`src/rtl/io_intr_ctrl.sv`:
```
// Small interrupt controller with a simple I/O port: synchronised edge-triggered
// IRQ lines, maskable lowest-index arbitration, and a REQ/SERVICE handshake.
module io_intr_ctrl #(
    parameter int W     = 16,
    parameter int N_IRQ = 4,
    parameter int VEC_W = 2
) (
    input  logic             clk,
    input  logic             rst,
    input  logic [N_IRQ-1:0] irq_in,
    input  logic             mask_we,
    input  logic [N_IRQ-1:0] mask_wdata,
    input  logic [W-1:0]     in_port,
    input  logic             out_we,
    input  logic [W-1:0]     out_wdata,
    input  logic             int_ack,
    input  logic             int_done,
    output logic             interrupt,
    output logic [VEC_W-1:0] int_vector,
    output logic [N_IRQ-1:0] pending,
    output logic             busy,
    output logic [W-1:0]     in_data,
    output logic [W-1:0]     out_port
);

    if ((N_IRQ < 1) || (N_IRQ > 16) || ((1 << VEC_W) < N_IRQ)) begin : g_cfg_check
        $error("io_intr_ctrl: need 1 <= N_IRQ <= 16 and 2**VEC_W >= N_IRQ");
    end

    typedef enum logic [1:0] {
        IDLE,
        REQ,
        SERVICE
    } state_t;

    state_t           state;
    state_t           state_n;
    logic [N_IRQ-1:0] irq_s1;
    logic [N_IRQ-1:0] irq_s2;
    logic [N_IRQ-1:0] irq_prev;
    logic [2:0]       hist_ok;
    logic [N_IRQ-1:0] irq_rise;
    logic [N_IRQ-1:0] mask;
    logic [N_IRQ-1:0] req_vec;
    logic [N_IRQ-1:0] ack_clr;
    logic             arb_hit;
    logic [VEC_W-1:0] arb_idx;
    logic             vec_load;
    logic [W-1:0]     in_s1;

    always_ff @(posedge clk) begin
        if (rst) begin
            irq_s1   <= '0;
            irq_s2   <= '0;
            irq_prev <= '0;
            hist_ok  <= '0;
        end else begin
            irq_s1   <= irq_in;
            irq_s2   <= irq_s1;
            irq_prev <= irq_s2;
            hist_ok  <= {hist_ok[1:0], 1'b1};
        end
    end

    // Edges count only once irq_prev holds a real post-reset sample, so a line
    // held high through reset is not mistaken for a fresh rising edge.
    assign irq_rise = irq_s2 & ~irq_prev & {N_IRQ{hist_ok[2]}};
    assign req_vec  = pending & mask;

    always_comb begin
        arb_hit = 1'b0;
        arb_idx = '0;
        for (int unsigned i = N_IRQ; i > 0; i--) begin
            if (req_vec[i-1]) begin
                arb_hit = 1'b1;
                arb_idx = VEC_W'(i - 1);
            end
        end
    end

    always_ff @(posedge clk) begin
        if (rst) begin
            state <= IDLE;
        end else begin
            state <= state_n;
        end
    end

    always_comb begin
        state_n  = state;
        vec_load = 1'b0;
        ack_clr  = '0;
        case (state)
            IDLE: begin
                if (arb_hit) begin
                    state_n  = REQ;
                    vec_load = 1'b1;
                end
            end
            REQ: begin
                if (int_ack) begin
                    state_n = SERVICE;
                    ack_clr = N_IRQ'(1) << int_vector;
                end
            end
            SERVICE: begin
                if (int_done) begin
                    state_n = IDLE;
                end
            end
            default: state_n = IDLE;
        endcase
    end

    assign interrupt = (state == REQ);
    assign busy      = (state != IDLE);

    // A new edge on the channel being acknowledged re-sets its pending bit.
    always_ff @(posedge clk) begin
        if (rst) begin
            pending    <= '0;
            int_vector <= '0;
            mask       <= '1;
        end else begin
            pending <= (pending & ~ack_clr) | irq_rise;
            if (vec_load) begin
                int_vector <= arb_idx;
            end
            if (mask_we) begin
                mask <= mask_wdata;
            end
        end
    end

    always_ff @(posedge clk) begin
        if (rst) begin
            in_s1    <= '0;
            in_data  <= '0;
            out_port <= '0;
        end else begin
            in_s1   <= in_port;
            in_data <= in_s1;
            if (out_we) begin
                out_port <= out_wdata;
            end
        end
    end

endmodule

```
`config.mk`:
```
export PLATFORM = sky130hd
export DESIGN_NAME = io_intr_ctrl
export DESIGN_NICKNAME = d
export VERILOG_FILES = /design/src/rtl/io_intr_ctrl.sv
export SDC_FILE = /design/constraint.sdc
export NUM_CORES = 1
export LEC_CHECK = 0
export BUFFER_PORTS_ARGS = -buffer_cell sky130_fd_sc_hd__buf_2
export CELL_PAD_IN_SITES_DETAIL_PLACEMENT = 1
export CELL_PAD_IN_SITES_GLOBAL_PLACEMENT = 2
export CORE_ASPECT_RATIO = 0.8
export CORE_MARGIN = 2
export CORE_UTILIZATION = 29
export CTS_CLUSTER_DIAMETER = 200
export DETAILED_ROUTE_END_ITERATION = 6
export PLACE_DENSITY = 0.87
export SLEW_MARGIN = 20
export SYNTH_ARGS = -nofsm -noshare
export SYNTH_HDL_FRONTEND = slang
export SYNTH_SLANG_ARGS = --single-unit
```
`constraint.sdc`:
```
create_clock -name clk -period 1.5 [get_ports clk]
set_input_delay 0.225 -clock clk [delete_from_list [all_inputs] [get_ports clk]]
set_output_delay 0.225 -clock clk [all_outputs]
set_load 0.005 [all_outputs]
```
; After elaboration in Yosys (flattened, before gate mapping)
; Cells that the tools add are included.
; Widths: inputs -> output; s select.
[classes]
eq_ne = 5
shifts = 1
muxes = 17
bitwise_logic = 7
reduce_logical = 3
[ops]
columns = cell, count
row1 = $and 4x4->4, 4
row2 = $mux 2, 7
row3 = $mux 4, 2
row4 = $not 4->4, 2
row5 = $mux 1, 7
row6 = $ne 2x2->1 const B, 3
row7 = $pmux 2 s3, 1
row8 = $or 4x4->4, 1
row9 = $shl 1x2->4 const A, 1
row10 = $reduce_and 3->1, 1
row11 = $eq 2x1->1 const B, 1
row12 = $eq 2x2->1 const B, 1
row13 = $logic_not 2->1, 1
row14 = $reduce_bool 2->1, 1
[totals]
regBits = 75
input_bits = 46
out_inout_bits = 40
word_cells = 45

; Longest topological paths before layout
[logic_depth]
depth_word = 7
mapped_depth = 4
ltp_nobuf = 4

; Worst setup path before layout
; OpenSTA, ideal clock, no wires.
[synth_path]
path_kind = register to register
from = register pending[1]
to = register int_vector[0]
arrival_time_ps = 966
required_time_ps = 1384
slack_ps = 418
stages_incl_launch_ff = 5
path_buffers = 0
synth_period_minus_slack_ps = 1082
cell_sequence = dfxtp_1 > a22o_4 > o21ai_2 > a2111oi_2 > a31o_1
[synth_via]
elab_chain_len = 5
[synth_lines]
columns = element, line_no
row1 = from (decl), 20  ; output logic [N_IRQ-1:0] pending,
row2 = from (signal assigned), 125  ; pending <= (pending & ~ack_clr) | irq_rise;
row3 = $and 4x4->4 *, 68  ; assign req_vec = pending & mask;
row4 = $mux 1 (2 in series), 74  ; if (req_vec[i-1]) begin
row5 = $mux 1, 95  ; if (arb_hit) begin
row6 = $mux 1, 93  ; case (state)
row7 = to (signal assigned), 127  ; int_vector <= arb_idx;
row8 = to (decl), 19  ; output logic [VEC_W-1:0] int_vector,
; Every way passes the cells marked *; elsewhere a longest branch is shown, timed or not.
; A chain may end at the register's enable or synchronous reset.

; Final worst setup path
[layout_path]
from = register state[0]
to = output port busy
[layout_via]
elab_chain_len = 1
[layout_lines]
columns = element, line_no
row1 = from (decl), 36  ; state_t state;
row2 = from (signal assigned), 85  ; state <= state_n;
row3 = $reduce_bool 2->1, 116  ; assign busy = (state != IDLE);
row4 = to (decl), 21  ; output logic busy,
; Every way passes these cells.

==> run_results.csv <==
group,metric,value,unit
route,detailroute.via_count,1663,
global_route,met1_usage,0.139,
worst_setup_path,worstSetupPathType,"reg2out",
cts,cts.htree.levels,3,
worst_setup_path,critPathLaunchType,"register",
global_route,grt_max_degree,51,
die,core,7910,um^2
logic_synthesis,postSynthAreaPerCell,11.6,um^2
timing,setup_viol,0,
worst_setup_path,path_cells,"nor2_2, inv_1, buf_2",
cts,cts_buffers,9,
global_route,grt_antenna_before_repair,0,
logic_synthesis,synth_common_cells,"dfxtp_1, nor2b_1, mux2i_1, nor2_1, a21oi_1",
logic_synthesis,synth_top_area_frac,0.638,
power_and_ir_drop,ir_worst_vdd,0.636,mV
route,firstDrtPassIters,3,
die,die-area,8860,um^2
placed_design,portBuffers,85,
worst_setup_path,cp_max_fo,5,
worst_setup_path,arrival,1090,ps
timing,hold_viol_final,0,
logic_synthesis,synth_nets,249,
logic_synthesis,async_reset_ff_frac,0,
worst_setup_path,cp-end-kind,"primary output",
timing,fmax,760,MHz
cts,holdBufCountCts,0,
hold_path,hp-class,"in2reg",
logic_synthesis,yosysWarningCount,0,
cts,clock-root-buffer,"clkbuf_8",
timing,skew,3.60,ps
die,die_w,105,um
placed_design,place_hpwl,3.49,mm
global_route,met2_usage,0.175,
logic_synthesis,synth_top_area_cell,"dfxtp_1",
cts,tritoncts,"yes",
worst_setup_path,crit_required,1270,ps
worst_setup_path,crit_slowest_cell,"dfxtp_1",
global_route,top_usage_layer,"met2",
logic_synthesis,synth.area.top_cells,"dfxtp_1, nor2b_1, mux2i_1",
power_and_ir_drop,p_leak,0.00143,uW
timing,slew_viol_final,0,
die,ios,86,
logic_synthesis,syn-cell-area,2350,um^2
route,postRouteAntennaNets,0,
status,status,"completed",
placed_design,routabilityCongestion,0.739,
timing,period_share,0.877,
timing,max_slew.worst_pin.slew,469,ps
logic_synthesis,dominantRegCellSynth,"dfxtp_1",
layout,drive_gt1_frac,0.365,
cts,clock_latency,340,ps
cts,clkTransAtPathRegs,80,ps
route,viasPerCell,4.12,
global_route,globalRouteMet3Util,0.0691,
die,die_h,84.6,um
layout,fin_nets,337,
layout,area_growth,30.9,%
die,row_count,29,
route,routedWlPerCell,11.9,um
layout,nFillCells,933,
global_route,grt_first_pass_wirelength,8.07,mm
route,wl,4.81,mm
layout,insertedDiodeCount,0,
route,drtIter0Drc,34,
route,drc,0,
placed_design,dpl_cell_area,2890,um^2
logic_synthesis,ys_seq_area_frac,0.638,
cts,cts_setup_buffers,0,
timing,rsz0062_at_grt,"false",
flow_run,cap_viol_max_count,0,
logic_synthesis,yosysUniqueCellTypes,26,
timing,period_minus_slack,1310,ps
global_route,grt.overflow.total,0,
cts,clock-sinks,75,
cts,clock_path_buffers,2,
global_route,grt.total_usage,0.117,
cts,ctsResizeCount,0,
power_and_ir_drop,power_density,1260,nW/um^2
logic_synthesis,synth_edf_count,0,
worst_setup_path,max_stage_delay,360,ps
timing,max-slew-margin-rel,0.688,
die,initial_core_util,0.298,
timing,tns,0,ps
global_route,grt_pass1_vias,1711,
logic_synthesis,synth_seq_cells,75,
logic_synthesis,synth_most_common_cell,"dfxtp_1",
logic_synthesis,syn_inst,203,
layout,fin_area,3080,um^2
[layer usage]
layer | vias up | part of all wire
met5 | - | 0
met4 | 0 | 0.013
met3 | 5 | 0.099
met2 | 63 | 0.45
met1 | 754 | 0.44
li1 | 841 | -
[sequential cells by signal (all words and copies together), names as in the netlist]
name	count
in_data	16
in_s1	16
out_port	16
irq_prev	4
irq_s1	4
irq_s2	4
mask	4
pending	4
hist_ok	3
int_vector	2
state	2
[cell families (layout without fill, tap and decap cells)]
| group | Yosys count | after routing | share of synthesized area |
|---|---|---|---|
| buf+inv | 14 | 107 | 0.0298 |
| flops | 75 | 75 | 0.638 |
| compound gates | 18 | 18 | 0.0617 |
| simple gates | 76 | 76 | 0.186 |
| mux | 20 | 20 | 0.0851 |
[layout by cell type (no fill, tap or decap), types with 2 or more instances in the layout]
cell type	netlist	layout
buf_2	2	85
dfxtp_1	75	75
nor2b_1	46	46
mux2i_1	20	20
nor2_1	16	16
clkbuf_8	0	9
a21oi_1	6	6
nand2_1	5	5
inv_1	4	4
nand3b_1	4	4
o31ai_1	4	4
clkinv_4	0	3
clkinv_2	0	2
[path summary, 6_finish.rpt]
check	startpoint	to	slack [ps]	cells past startpoint
max	state[0]	busy	190	3
min	in_port[14]	in_s1[14]	90	2
max reg2reg	pending[1]	int_vector[0]	350	4
min reg2reg	in_s1[11]	in_data[11]	440	1
[per-stage QoR]
step	setup WS [ps]	hold WS, ps	power, uW	util	std cells
4_1_cts	158	68.8	3970	0.389	404
3_5_place_dp	364	426	2440	0.365	388
5_1_grt	84.4	63.6	4100	0.389	404
3_3_place_gp	391	416	2430	0.365	388
6_report	185	88.6	3880	0.389	404
2_1_floorplan	418	310	2300	-	203
[power breakdown]
part | internal [uW] | switching, uW | leakage [uW]
Clock | 771 | 724 | 0.000100
Combinational | 148 | 122 | 0.000711
Sequential | 2080 | 37.0 | 0.000618
[final cells by class]
cell class              instances  area, um^2  area share
clock buffers                  10         128      0.0414
clock inverters                 6        66.3      0.0215
inverters                       4        15.0     0.00487
multi-input cells             114         782       0.254
flip-flops and latches         75        1500       0.487
well taps                     108         135      0.0439
repair buffers                 87         453       0.147
[worst max-delay path, delay by kind of cell, from the launching register on]
kind          cells  cell delay (ps)
buf+inv           2              190
flops             1              360
simple gates      1              200
No activity file was read; power rests on OpenSTA's default activity.
